**src/rtl/instr_encoder_pkg.sv**
```systemverilog
// instr_encoder_pkg: class codes, MIPS opcode/funct constants and field bit-ranges
package instr_encoder_pkg;
   localparam logic [3:0] CLS_NOP = 4'd0, CLS_ORI = 4'd1, CLS_LUI = 4'd2, CLS_ADD = 4'd3, CLS_SUB = 4'd4;
   localparam logic [3:0] CLS_JAL = 4'd5, CLS_LW = 4'd6, CLS_SW = 4'd7, CLS_JR = 4'd8, CLS_BEQ = 4'd9;
   localparam logic [5:0] OP_SPECIAL = 6'b000000, OP_ORI = 6'b001101, OP_LUI = 6'b001111, OP_JAL = 6'b000011;
   localparam logic [5:0] OP_LW = 6'b100011, OP_SW = 6'b101011, OP_BEQ = 6'b000100;
   localparam logic [5:0] FN_ADD = 6'b100000, FN_SUB = 6'b100010, FN_JR = 6'b001000;
   // field bit-ranges shared with the decoder
   localparam int OP_HI = 31, OP_LO = 26, RS_HI = 25, RS_LO = 21, RT_HI = 20, RT_LO = 16;
   localparam int RD_HI = 15, RD_LO = 11, FN_HI = 5, FN_LO = 0;
   localparam int IMM_HI = 15, IMM_LO = 0, IDX_HI = 25, IDX_LO = 0;
   function automatic logic is_legal(input logic [3:0] c);
      return c <= CLS_BEQ;
   endfunction
endpackage

```
**src/rtl/instr_fifo.sv**
```systemverilog
// instr_fifo: synchronous FIFO with push/pop and occupancy count
module instr_fifo #(
   parameter int DEPTH = 4,
   parameter int W = 32
) (
   input  logic                       clk,
   input  logic                       reset,
   input  logic                       push,
   input  logic                       pop,
   input  logic [W-1:0]               din,
   output logic [W-1:0]               dout,
   output logic [$clog2(DEPTH):0]     count
);
   localparam int AW = $clog2(DEPTH);
   logic [W-1:0] mem [DEPTH];
   logic [AW-1:0] wr_ptr, rd_ptr;
   always_ff @(posedge clk) begin
      if (reset) begin
         wr_ptr <= '0;
         rd_ptr <= '0;
         count <= '0;
      end else begin
         if (push) wr_ptr <= wr_ptr + 1'b1;
         if (pop) rd_ptr <= rd_ptr + 1'b1;
         count <= count + (AW+1)'(push) - (AW+1)'(pop);
      end
   end
   always_ff @(posedge clk)
      if (push) mem[wr_ptr] <= din;
   assign dout = mem[rd_ptr];
endmodule

```
**src/rtl/instr_encoder.sv**
```systemverilog
// instr_encoder: packs class + operands into MIPS words, buffers them and streams them with addresses.
// Define ENC_CHECK_EN to drop illegal classes and raise a sticky err instead of emitting NOPs.
module instr_encoder
   import instr_encoder_pkg::*;
#(
   parameter int DEPTH = 4,
   parameter logic [31:0] BASE_ADDR = 32'h0000_3000
) (
   input  logic                   clk,
   input  logic                   reset,
   input  logic                   in_valid,
   output logic                   in_ready,
   input  logic [3:0]             in_class,
   input  logic [4:0]             in_rs,
   input  logic [4:0]             in_rt,
   input  logic [4:0]             in_rd,
   input  logic [15:0]            in_imm,
   input  logic [25:0]            in_index,
   output logic                   out_valid,
   input  logic                   out_ready,
   output logic [31:0]            out_instr,
   output logic [31:0]            out_addr,
   output logic [$clog2(DEPTH):0] count,
   output logic                   err
);
   localparam int CW = $clog2(DEPTH) + 1;
   logic [31:0] enc, head;
   logic accept, push, pop;
   always_comb begin
      enc = '0;
      enc[OP_HI:OP_LO] = in_class == CLS_ORI ? OP_ORI : in_class == CLS_LUI ? OP_LUI :
                         in_class == CLS_JAL ? OP_JAL : in_class == CLS_LW ? OP_LW :
                         in_class == CLS_SW ? OP_SW : in_class == CLS_BEQ ? OP_BEQ : OP_SPECIAL;
      enc[RS_HI:RS_LO] = in_class inside {CLS_ORI, CLS_ADD, CLS_SUB, CLS_LW, CLS_SW, CLS_BEQ, CLS_JR} ? in_rs : '0;
      enc[RT_HI:RT_LO] = in_class inside {CLS_ORI, CLS_LUI, CLS_ADD, CLS_SUB, CLS_LW, CLS_SW, CLS_BEQ} ? in_rt : '0;
      enc[RD_HI:RD_LO] = in_class inside {CLS_ADD, CLS_SUB} ? in_rd : '0;
      enc[FN_HI:FN_LO] = in_class == CLS_ADD ? FN_ADD : in_class == CLS_SUB ? FN_SUB :
                         in_class == CLS_JR ? FN_JR : '0;
      if (in_class inside {CLS_ORI, CLS_LUI, CLS_LW, CLS_SW, CLS_BEQ}) enc[IMM_HI:IMM_LO] = in_imm;
      if (in_class == CLS_JAL) enc[IDX_HI:IDX_LO] = in_index;
   end
   assign in_ready = (count < CW'(DEPTH)) && !reset;
   assign accept = in_valid && in_ready;
   assign out_valid = count != '0;
   assign pop = out_valid && out_ready;
`ifdef ENC_CHECK_EN
   assign push = accept && is_legal(in_class);
   always_ff @(posedge clk)
      if (reset) err <= 1'b0;
      else if (accept && !is_legal(in_class)) err <= 1'b1;
`else
   assign push = accept;
   assign err = 1'b0;
`endif
   instr_fifo #(.DEPTH(DEPTH), .W(32)) u_fifo (
      .clk(clk), .reset(reset), .push(push), .pop(pop), .din(enc), .dout(head), .count(count)
   );
   // empty FIFO presents zero rather than a stale entry
   assign out_instr = out_valid ? head : '0;
   always_ff @(posedge clk)
      if (reset) out_addr <= BASE_ADDR;
      else if (pop) out_addr <= out_addr + 32'd4;
endmodule
```
**config.mk**
```make
export PLATFORM = sky130hd
export DESIGN_NAME = instr_encoder
export DESIGN_NICKNAME = d
export VERILOG_FILES = /design/src/rtl/instr_encoder_pkg.sv /design/src/rtl/instr_fifo.sv /design/src/rtl/instr_encoder.sv
export SDC_FILE = /design/constraint.sdc
export NUM_CORES = 1
export LEC_CHECK = 0
export ABC_AREA = 1
export BUFFER_PORTS_ARGS = -buffer_cell sky130_fd_sc_hd__buf_2
export CORE_ASPECT_RATIO = 0.8
export CORE_MARGIN = 1
export CORE_UTILIZATION = 45
export CTS_BUF_LIST = sky130_fd_sc_hd__clkbuf_2 sky130_fd_sc_hd__clkbuf_4 sky130_fd_sc_hd__clkbuf_8
export DETAILED_ROUTE_END_ITERATION = 10
export PLACE_DENSITY = 0.67
export SYNTH_ARGS = -nofsm -noshare
export SYNTH_HDL_FRONTEND = slang
export SYNTH_SLANG_ARGS = --single-unit
```
**constraint.sdc**
```tcl
create_clock -name clk -period 5 [get_ports clk]
set_input_delay 0.25 -clock clk [delete_from_list [all_inputs] [get_ports clk]]
set_output_delay 0.25 -clock clk [all_outputs]
set_load 0.05 [all_outputs]
```
# After elaboration in Yosys (flattened, before gate mapping)
# Memory sizes are Yosys's and may differ from the RTL's. A register that Yosys moved wholly into a read port is not among the register bits.
# Index checks and enable logic that the tools add are counted.
totals:
  reg_bits: 39
  ram_bits: 128
  n_memories: 1
classes:
  add_sub_neg: 5
  mux: 19
  order_cmp: 1
  reduce_logical: 9
  n_eq_ne: 9
mem_list:
  columns: ["memory", "words", "width", "read_ports", "rd_ports_with_merged_regs", "wr", "line_no", "text"]
  rows:
  - ["u_fifo.mem", 4, 32, 1, 1, 1, "instr_fifo.sv:15", "logic [W-1:0] mem [DEPTH];"]
ops:
  columns: ["cell", "n"]
  rows:
  - ["$mux 6", 7]
  - ["$add 32x3->32 const B", 1]
  - ["$mux 32", 1]
  - ["$mux 26", 1]
  - ["$eq 4x3->1 const B", 4]
  - ["$mux 16", 1]
  - ["$mux 5", 3]
  - ["$reduce_bool 7->1", 2]
  - ["$eq 4x2->1 const B", 2]
  - ["$eq 4x4->1 const B", 2]
  - ["$reduce_bool 5->1", 1]
  - ["$add 2x1->2 const B", 2]
  - ["$eq 4x1->1 const B", 1]
  - ["$mux 2", 2]
  - ["$mux 4", 1]
  - ["$add 3x1->3", 1]
  - ["$logic_and 1x1->1", 3]
  - ["$lt 3x3->1 const B", 1]
  - ["$mux 3", 1]
  - ["$reduce_bool 3->1", 1]
  - ["$sub 3x1->3", 1]
  - ["$mux 1", 2]
  - ["$reduce_bool 2->1", 1]
  - ["$logic_not 1->1", 1]

# Depth between registers and ports, before layout
# Gate-level depths: netlist of run 1.
depth:
  ltp_word: 7
  ltp_mapped: 10
  mapped_depth_nobuf: 10

# Cells and area by module
# Synthesis of run 1 repeated with hierarchy kept, for this count alone.
unflattened:
  cells_unflattened: 866
  hier_area_um2: 7762.4
modules_own_cells:
  columns: ["mod", "cells_each", "n_inst", "area_per_inst_um2", "seq_area_each_um2"]
  rows:
  - ["instr_fifo", 397, 1, 5235.0, 4023.9]
  - ["instr_encoder", 469, 1, 2527.4, 600.6]

# Worst setup path after synthesis of run 1
# Ideal clock, no wire load.
synth_timing:
  path_kind: "register to register"
  start: "register u_fifo.count[2]"
  end: "memory u_fifo.mem[0][0] (enable)"
  t_required_ps: 4581
  stages_incl_launch_ff: 4
  setup_ps: 419
  path_buffers: 0
  arrival_time_ps: 2995
  slack_ps: 1586
  cell_sequence: "dfxtp_1 -> nor2_1 -> nand2_1 -> nor2_1"
synth_between:
  elab_chain_len: 5
synth_lines:
  columns: ["element", "line_no", "text"]
  rows:
  - ["start: declaration", "instr_fifo.sv:12", "output logic [$clog2(DEPTH):0] count"]
  - ["start signal: assignment", "instr_fifo.sv:25", "count <= count + (AW+1)'(push) - (AW+1)'(pop);"]
  - ["$lt 3x3->1", "instr_encoder.sv:42", "assign in_ready = (count < CW'(DEPTH)) && !reset;"]
  - ["$logic_and 1x1->1", "instr_encoder.sv:42", null]
  - ["net in_ready", "instr_encoder.sv:12", "output logic in_ready,"]
  - ["$logic_and 1x1->1", "instr_encoder.sv:43", "assign accept = in_valid && in_ready;"]
  - ["$mux 1", "instr_fifo.sv:29", "if (push) mem[wr_ptr] <= din;"]
  - ["$mux 1 (not written as such)", "instr_fifo.sv:29", null]
  - ["end: declaration", "instr_fifo.sv:15", null]
# The timed path passes the listed nets, and every way through them passes these cells.

==> results of run 1 <==
-- per-stage QoR --
step	hold slack, ns	power [mW]	instance area, sq um	setup slack [ns]	util, %
floorplan	0.413	2.78	7460	1.59	-
global placement	0.453	3.15	8290	2.55	52.0
detailed placement	0.462	3.16	8290	2.52	52.0
CTS	0.110	4.19	8720	2.01	54.7
global route	0.131	4.36	8720	1.86	54.7
finish	0.141	4.16	8720	2.06	54.7
-- tightest hold or removal path, delay by kind of cell --
kind,cells,cell delay (ns)
and+or+nand+nor,2,0.13
buffers and inverters,1,0.07
-- power by group through the flow --
stage	registers (mW)	clock network [mW]	logic (mW)
after floorplan	1.65	0	1.13
after global placement	1.60	0	1.54
after detailed placement	1.60	0	1.56
after CTS	1.57	1.06	1.56
after global routing	1.58	1.11	1.66
final	1.57	1.04	1.55
-- layer usage --
metal | vias to the layer above | wire (um)
met3 | 15 | 896
met1 | 2577 | 8240
li1 | 2870 | -
met5 | - | 0
met4 | 0 | 193
met2 | 174 | 7480
-- sequential cells by signal (all words and copies together), names as in the netlist, named ones only --
register,cells
u_fifo.mem,124
out_addr,30
u_fifo.count,3
u_fifo.rd_ptr,2
u_fifo.wr_ptr,2
-- cell usage after synthesis, types with 2 or more instances --
library cell,instances
inv_1,67
nor2_2,6
a21oi_1,48
nand2_2,6
nor3_1,5
nand3_1,26
edfxtp_1,124
xor2_1,4
buf_2,10
o21bai_1,5
dfxtp_1,39
o21ai_1,4
clkbuf_1,16
inv_2,3
nand2_4,2
nand4_1,12
nor2_4,4
a22o_1,8
buf_4,4
ha_1,7
o21ai_0,75
nand2_1,109
o21bai_2,2
nor2_1,179
nor2_8,2
xnor2_1,2
-- final cells by class --
type                    instances  area (sq um)
fillers                      1435          7230
clock inverters                14           188
multi-input cells             520          2550
inverters                      71           272
flip-flops and latches        163          4510
clock buffers                  18           241
well taps                     215           269
repair buffers                136           696
-- kinds of logic after synthesis --
family          share of synthesized area, %
compound gates                          10.4
xor+xnor                               0.705
fa+ha+maj                               1.44
buf+inv                                 5.73
flops                                   60.5
other cells                           0.0503
simple gates                            21.2
-- worst paths after layout --
kind,slack (ns),to,from,cells after the start
max,2.06,out_instr[23],flop,5
min reg2reg,0.48,flop,u_fifo.rd_ptr[0],1
max reg2reg,2.76,u_fifo.count[2],u_fifo.count[2],10
min,0.14,u_fifo.mem[2][24],in_rs[3],3
==> reports/qor.csv, run 1 <==
metric;value;unit
status;complete, no violations;
p_sw_share;42.6;%
crit_required;4.75;ns
path_cells;buf_4, inv_2, o21ai_0, a21oi_1, buf_2;
cts_root_buffer;clkbuf_8;
p_seq_share;37.8;%
drtAntennaViolNets;0;
clkLatencyLatePin;0.44;ns
slew_headroom;26.6;%
p_switching;1.77;mW
avgSynthCellArea;9.52;sq um
fin_cells;1137;
h-tree-depth;4;
drive_gt1_share;22.2;%
critical_path_class;reg2out;
crit_fanout;63;
p_clk_share;24.9;%
clkSinkCount;163;
yosysTopAreaCell;edfxtp_1;
pwr-share-comb;37.2;%
wl;16800;um
yosys-top-cells-area;edfxtp_1 50%, dfxtp_1 10%, nor2_1 9.0%;
cp-start-kind;flop;
min_period;2.94;ns
ys.flop_type;edfxtp_1;
ir_drop;381;uV
mostFrequentLayoutCell;nor2_1;
finalSetupViolCount;0;
fin_tns_setup;0;ns
grt_overflow;0;
period_share;58.8;%
cts.clk_slew.worst_paths;0.08;ns
placement.io_buffers;130;
pwr_density_cell;476;nW/um^2
yosys_register_bits;163;
synth_area;7450;sq um
crit_family;buffers and inverters;
final_nets;982;
gr-usage-met1;29.3;%
fmax;340;MHz
post_cts_resized;0;
cts_made_buffers;17;
n_antenna_cell;0;
min-delay-path-class;in2reg;
top_usage_layer;met2;
arrival;2.69;ns
cts_hold_buf;0;
drv_slew;0;
clk_path_buf_depth;2;
area_growth;17.1;%
grt_pass1_vias;5063;
placed_cells;1105;
avgRoutedWirePerCell;14.8;um
grtUsageMet3;4.34;%
antenna_found_initial;0;
postCtsSetupRepairBufs;0;
die_y;117;um
ioPinCount;135;
ys_types;40;
rsz0062_at_grt;no;
drc_errors;0;
grt_max_degree;64;
cp-end-kind;output pin;
dieArea;17100;sq um
async_reset_ff_share;0;%
yosysTopAreaCellShare;50.0;%
slowest_stage;inv_2;
fp-row-count;41;
maxCapViolCount;0;
syn-instance-count;783;
hold_violations;0;
dr.pass1.iters;5;
ys_seq_area_share;60.5;%
vias_per_cell;4.96;
place.gp.congestion;0.828;
vias;5636;
core-area;16000;sq um
grt_util_met2;31.2;%
cts_tree;yes;
critPathMaxStageDelay;0.74;ns
p_leak;3.60;nW
skew;0.0111;ns
synth_edf_count;124;
most-common-layout-cells;175 x nor2_1, 130 x buf_2, 124 x edfxtp_1, 109 x nand2_1, 75 x o21ai_0;
die_x;146;um
grt.total_usage;20.6;%
start_util;46.7;%
max_slew.worst_pin.slew;1.10;ns
hpwl;10600;um
drt_iter0_drc;396;
synthesis.yosys.warnings;0;
critPathBufInv;3;
p_int;2.38;mW
grt_pass1_wl;26500;um
Power figures use the tool's default switching activity.
==> run 2: changes to the inputs <==
--- a/config.mk
+++ b/config.mk
@@ -12,7 +12,7 @@
 export CORE_UTILIZATION = 45
 export CTS_BUF_LIST = sky130_fd_sc_hd__clkbuf_2 sky130_fd_sc_hd__clkbuf_4 sky130_fd_sc_hd__clkbuf_8
 export DETAILED_ROUTE_END_ITERATION = 10
-export PLACE_DENSITY = 0.67
+export PLACE_DENSITY = 0.69
 export SYNTH_ARGS = -nofsm -noshare
 export SYNTH_HDL_FRONTEND = slang
 export SYNTH_SLANG_ARGS = --single-unit
==> constraint.sdc (replaced) <==
create_clock -name clk -period 2.45 [get_ports clk]
set_input_delay 0.1225 -clock clk [delete_from_list [all_inputs] [get_ports clk]]
set_output_delay 0.1225 -clock clk [all_outputs]
set_load 0.05 [all_outputs]
==> run 2 against run 1 <==
Net effect: register-to-register slack got worse by 2.5 ns; global-route usage rose by 0.22 points; critical endpoint is now out_instr[31]; sequential power up 100%; clock power increased by 71%; total power is 99% higher; final cell count is 1.2% higher; worst hold slack worse by 0.11 ns; flip-flop and latch count unchanged; largest power group is now combinational cells; sequential share of layout area down 0.48 points; cell area increased by 0.93%; utilization increased by 0.51 points.
==> reports/qor.csv, run 2 (synthesis gave the netlist of run 1 again) <==
metric;value;unit;change
hold_violations;0;;unchanged
crit_required;2.33;ns;-2.42 ns
cts_tree;yes;;
fin_ws;0.175;ns;-1.88 ns
slew_headroom;48.1;%;+22 points
vias;5687;;+0.90%
seq_area;4510;sq um;unchanged
dr.pass1.iters;5;;unchanged
hpwl;11100;um;+5.3%
drtAntennaViolNets;0;;unchanged
crit_fanout;20;;-68%
rrSetupSlack;0.30;ns;-2.46 ns
reg_top3;u_fifo.mem: 124 flops, out_addr: 30 flops, u_fifo.count: 3 flops;;
cts.clk_slew.worst_paths;0.08;ns;about the same
place.gp.congestion;0.857;;+3.4%
ioPinCount;135;;unchanged
cts_root_buffer;clkbuf_8;;
fin_cells;1151;;+1.2%
drt_iter0_drc;406;;+2.5%
dpl_worst_slack;0.318;ns;-2.21 ns
fin_tns_setup;0;ns;unchanged
power;8.25;mW;+99%
min-delay-start;in_imm[1];;
final_nets;996;;+1.4%
min_period;2.27;ns;
most-common-layout-cells;174 x nor2_1, 130 x buf_2, 124 x edfxtp_1, 109 x nand2_1, 75 x o21ai_0;;
design_area;8800;sq um;+0.93%
start_util;46.7;%;unchanged
period_share;92.8;%;
pwr_density_cell;937;nW/um^2;+97%
die_x;146;um;unchanged
grt_overflow;0;;unchanged
finalSetupViolCount;0;;unchanged
placed_cell_area;8370;sq um;+0.94%
core-area;16000;sq um;unchanged
worstHoldPathCells;3;;unchanged
status;complete, no violations;;
rsz0062_at_grt;yes;;
drc_errors;0;;unchanged
whs;0.0325;ns;-0.108 ns
postCtsSetupRepairBufs;0;;unchanged
cp-start-kind;flop;;
grt_max_degree;63;;-1.6%
avgRoutedWirePerCell;14.6;um;-1.1%
r2r_start;u_fifo.count[1];;
placed_cells;1112;;+0.63%
maxCapViolCount;0;;unchanged
multi_input_area;2560;sq um;+0.49%
max_slew.worst_pin.slew;0.777;ns;-0.322 ns
fp-row-count;41;;unchanged
largest_reg_flops;124;;unchanged
arrival;2.15;ns;-0.54 ns
grt_pass1_wl;26800;um;+1.0%
clk_path_buf_depth;2;;unchanged
dieArea;17100;sq um;unchanged
fillers;1461;;+1.8%
h-tree-depth;4;;unchanged
grt.total_usage;20.8;%;+0.22 points
area_growth;18.2;%;
drv_slew;0;;unchanged
holdPathEnd;u_fifo.mem[3][1];;
cp-end-kind;output pin;;
skew;0.0101;ns;-0.000979 ns
grt_pass1_vias;5259;;+3.9%
cts_made_buffers;17;;unchanged
vias_per_cell;4.94;;-0.32%
clkLatencyLatePin;0.45;ns;about the same
mostFrequentLayoutCell;nor2_1;;
n_antenna_cell;0;;unchanged
r2r.worst_path.cells;10;;unchanged
fmax;440;MHz;
fin_util;55.2;%;+0.51 points
regMostFlops;u_fifo.mem;;
rr_endpoint;u_fifo.count[2];;
ir_drop;539;uV;+41%
clkSinkCount;163;;unchanged
min-delay-path-class;in2reg;;
drive_gt1_share;22.6;%;+0.42 points
placement.io_buffers;130;;unchanged
p_leak;3.64;nW;+1.1%
critical_path_class;reg2out;;
antenna_found_initial;0;;unchanged
wl;16800;um;+0.12%
die_y;117;um;unchanged
==> run 2: cell count changes in the layout (fill, tap and decap cells not counted), sizes merged <==
cell	delta
buf	+7
bufinv	-2
clkbuf	+1
clkinv	+7
clkinvlp	+1
dlygate4sd3	+7
inv	-7
==> run 2: cell type report <==
type | instances | share of cell area [%]
clock inverter | 13 | 1.25
inverter | 71 | 3.08
timing repair buffer | 150 | 9.48
clock buffer | 19 | 2.83
tap | 215 | 3.06
sequential | 163 | 51.2
multi-input combinational | 520 | 29.1
==> run 2: routing by layer <==
layer  wire [um]  track usage, %  part of all wire, %  vias up
li1            -               -                    -     2891
met1        7970            28.6                   47     2609
met2        7740            32.7                   46      173
met3         889            5.00                  5.3       14
met4         228            6.60                  1.4        0
met5           0               0                    0        -
==> run 2: worst max-delay path by stage <==
stage                     from               to  slack, ns  cells past startpoint
6_report                  flop    out_instr[31]       0.18                      6
5_1_grt                   flop     out_instr[3]      -0.02                      6
4_1_cts                   flop    out_instr[28]       0.08                      6
3_5_place_dp   u_fifo.count[1]  u_fifo.count[2]       0.32                     10
3_3_place_gp   u_fifo.count[1]  u_fifo.count[2]       0.35                     10
2_1_floorplan  u_fifo.count[2]  u_fifo.count[2]      -0.02                      7
==> run 2: what timing repair did <==
item,4_1_cts,5_1_grt
hold buffers,7,0
setup endpoints to repair,0,12
hold endpoints to repair,20,0
gates resized for setup,0,1
==> run 2: where the power goes <==
part | switching, mW | internal (mW) | total [mW]
clock | 0.961 | 0.822 | 1.78
combinational | 2.52 | 0.734 | 3.26
sequential | 0.0702 | 3.14 | 3.21
==> run 2: critical path, cell delays in order (launching register included) <==
cell	delay, ns
dfxtp_1	0.32
inv_1	0.56
buf_4	0.34
nor2_1	0.07
o21ai_0	0.07
a21oi_1	0.10
buf_2	0.25
==> run 3: changes to the inputs <==
--- a/config.mk
+++ b/config.mk
@@ -12,7 +12,7 @@
 export CORE_UTILIZATION = 45
 export CTS_BUF_LIST = sky130_fd_sc_hd__clkbuf_2 sky130_fd_sc_hd__clkbuf_4 sky130_fd_sc_hd__clkbuf_8
 export DETAILED_ROUTE_END_ITERATION = 10
-export PLACE_DENSITY = 0.69
+export PLACE_DENSITY = 0.68
 export SYNTH_ARGS = -nofsm -noshare
 export SYNTH_HDL_FRONTEND = slang
 export SYNTH_SLANG_ARGS = --single-unit
==> run 3 against run 2 <==
Net effect: sequential share of layout area decreased by 0.42 points; flip-flop and latch count unchanged; fmax increased by 4.2%; register-to-register slack about the same; wire length is 0.95% lower; via count down 0.21%; clock-buffer cell count is 1 lower; sequential power is essentially flat; global-route usage shrank 0.60 points; cell area rose by 0.82%; non-clock buffer count grew 5; first-iteration DRC count fell by 1.7%; critical path type unchanged; largest cell class unchanged; largest power group unchanged.
==> reports/qor.csv, run 3 (synthesis gave the netlist of run 1 again) <==
metric;value;unit;change
finalSetupViolCount;0;;unchanged
largest_reg_flops;124;;unchanged
avgRoutedWirePerCell;14.4;um;-1.5%
fillers;1417;;-3.0%
cts_made_buffers;17;;unchanged
h-tree-depth;4;;unchanged
maxCapViolCount;0;;unchanged
min_period;2.18;ns;-0.0924 ns
cp-start-kind;flop;;
fin_util;55.6;%;+0.45 points
fp-row-count;41;;unchanged
postCtsSetupRepairBufs;0;;unchanged
rsz0062_at_grt;no;;
dr.pass1.iters;5;;unchanged
r2r_start;u_fifo.count[1];;
final_nets;1001;;+0.50%
ioPinCount;135;;unchanged
cts_hold_buf;11;;+4
grt_overflow;0;;unchanged
p_clk_share;22.7;%;+1.1 points
grt_max_degree;37;;-41%
rr_endpoint;u_fifo.count[2];;
drtAntennaViolNets;0;;unchanged
min-delay-path-class;in2reg;;
wl;16700;um;-0.95%
start_util;46.7;%;unchanged
p_leak;3.68;nW;+0.90%
hpwl;11000;um;-0.86%
max_slew.worst_pin.slew;0.652;ns;-0.126 ns
placement.io_buffers;130;;unchanged
min-delay-start;in_imm[4];;
pwr_density_cell;944;nW/um^2;+0.73%
power;8.38;mW;+1.6%
grt_pass1_wl;26100;um;-2.7%
holdPathEnd;u_fifo.mem[3][4];;
crit_fanout;20;;unchanged
drv_slew;0;;unchanged
period_share;89.1;%;-3.8 points
die_y;117;um;unchanged
reg_top3;u_fifo.mem: 124 flops, out_addr: 30 flops, u_fifo.count: 3 flops;;
critical_path_class;reg2out;;
design_area;8880;sq um;+0.82%
skew;0.0139;ns;+0.00384 ns
cts_root_buffer;clkbuf_8;;
clkSinkCount;163;;unchanged
drive_gt1_share;22.7;%;+0.092 points
whs;0.0269;ns;-0.00569 ns
r2r.worst_path.cells;10;;unchanged
p_int;4.74;mW;+0.79%
slew_headroom;56.5;%;+8.4 points
vias;5675;;-0.21%
post_cts_resized;0;;unchanged
p_seq_share;38.3;%;-0.6 points
mostFrequentLayoutCell;nor2_1;;
arrival;2.06;ns;-0.09 ns
dpl_worst_slack;0.330;ns;+0.0121 ns
rrSetupSlack;0.31;ns;about the same
drt_iter0_drc;399;;-1.7%
die_x;146;um;unchanged
placed_cell_area;8380;sq um;about the same
fmax;458;MHz;+4.2%
fin_ws;0.268;ns;+0.0924 ns
cts.clk_slew.worst_paths;0.09;ns;about the same
clk_path_buf_depth;2;;unchanged
most-common-layout-cells;174 x nor2_1, 130 x buf_2, 124 x edfxtp_1, 109 x nand2_1, 75 x o21ai_0;;
antenna_found_initial;1;;+1
cp-end-kind;output pin;;
grt.total_usage;20.2;%;-0.60 points
vias_per_cell;4.90;;-0.73%
area_growth;19.1;%;
p_switching;3.64;mW;+2.6%
regMostFlops;u_fifo.mem;;
p_sw_share;43.5;%;+0.43 points
core-area;16000;sq um;unchanged
hold_violations;0;;unchanged
ir_drop;512;uV;-5.1%
worstHoldPathCells;2;;-1
status;complete, no violations;;
place.gp.congestion;0.880;;+2.7%
cts_tree;yes;;
pwr-share-comb;39.0;%;-0.5 points
drc_errors;0;;unchanged
dieArea;17100;sq um;unchanged
grt_pass1_vias;5043;;-4.1%
clkLatencyLatePin;0.45;ns;about the same
crit_required;2.33;ns;about the same
## run 3: worst max-delay path by stage
stage | start | to | slack (ns) | cells after the start
finish | flop | out_instr[29] | 0.27 | 6
global route | flop | out_instr[29] | 0.12 | 6
CTS | flop | out_instr[29] | 0.23 | 6
detailed placement | u_fifo.count[1] | u_fifo.count[2] | 0.33 | 10
global placement | u_fifo.count[1] | u_fifo.count[2] | 0.35 | 10
floorplan | u_fifo.count[2] | u_fifo.count[2] | -0.02 | 7
## run 3: critical path, cell delays in order, from the launching register on
cell and delay (ns):
dfxtp_1 0.34, inv_1 0.21, buf_4 0.30, nor2_1 0.11
o21ai_0 0.08, a21oi_1 0.26, buf_2 0.32
## run 3: power groups by stage
stage	logic [mW]	registers (mW)	clock network (mW)
final	3.27	3.21	1.90
after global routing	3.52	3.23	2.05
after CTS	3.29	3.21	1.95
after detailed placement	3.27	3.28	0
after global placement	3.26	3.27	0
after floorplan	2.31	3.37	0
## run 3: stage by stage
stage               instances  TNS (ns)
floorplan                 786   -0.0153
global placement         1113         0
detailed placement       1113         0
CTS                      1156         0
global route             1157         0
finish                   1157         0
## run 3: layout make-up
class,instances,area (sq um),share of cell area [%]
Inverter,71,272,3.06
Multi-Input combinational cell,520,2560,28.9
Clock buffer,18,241,2.72
Sequential cell,163,4510,50.8
Antenna cell,1,2.50,0.0282
Timing Repair Buffer,155,878,9.90
Clock inverter,14,144,1.62
Tap cell,215,269,3.03
## run 3: per-layer routing
layer	global-route usage, %	routed length [um]	vias to the layer above
li1	-	-	2911
met1	27.4	7860	2584
met2	32.2	7590	164
met3	4.96	995	16
met4	6.53	227	0
met5	0	0	-
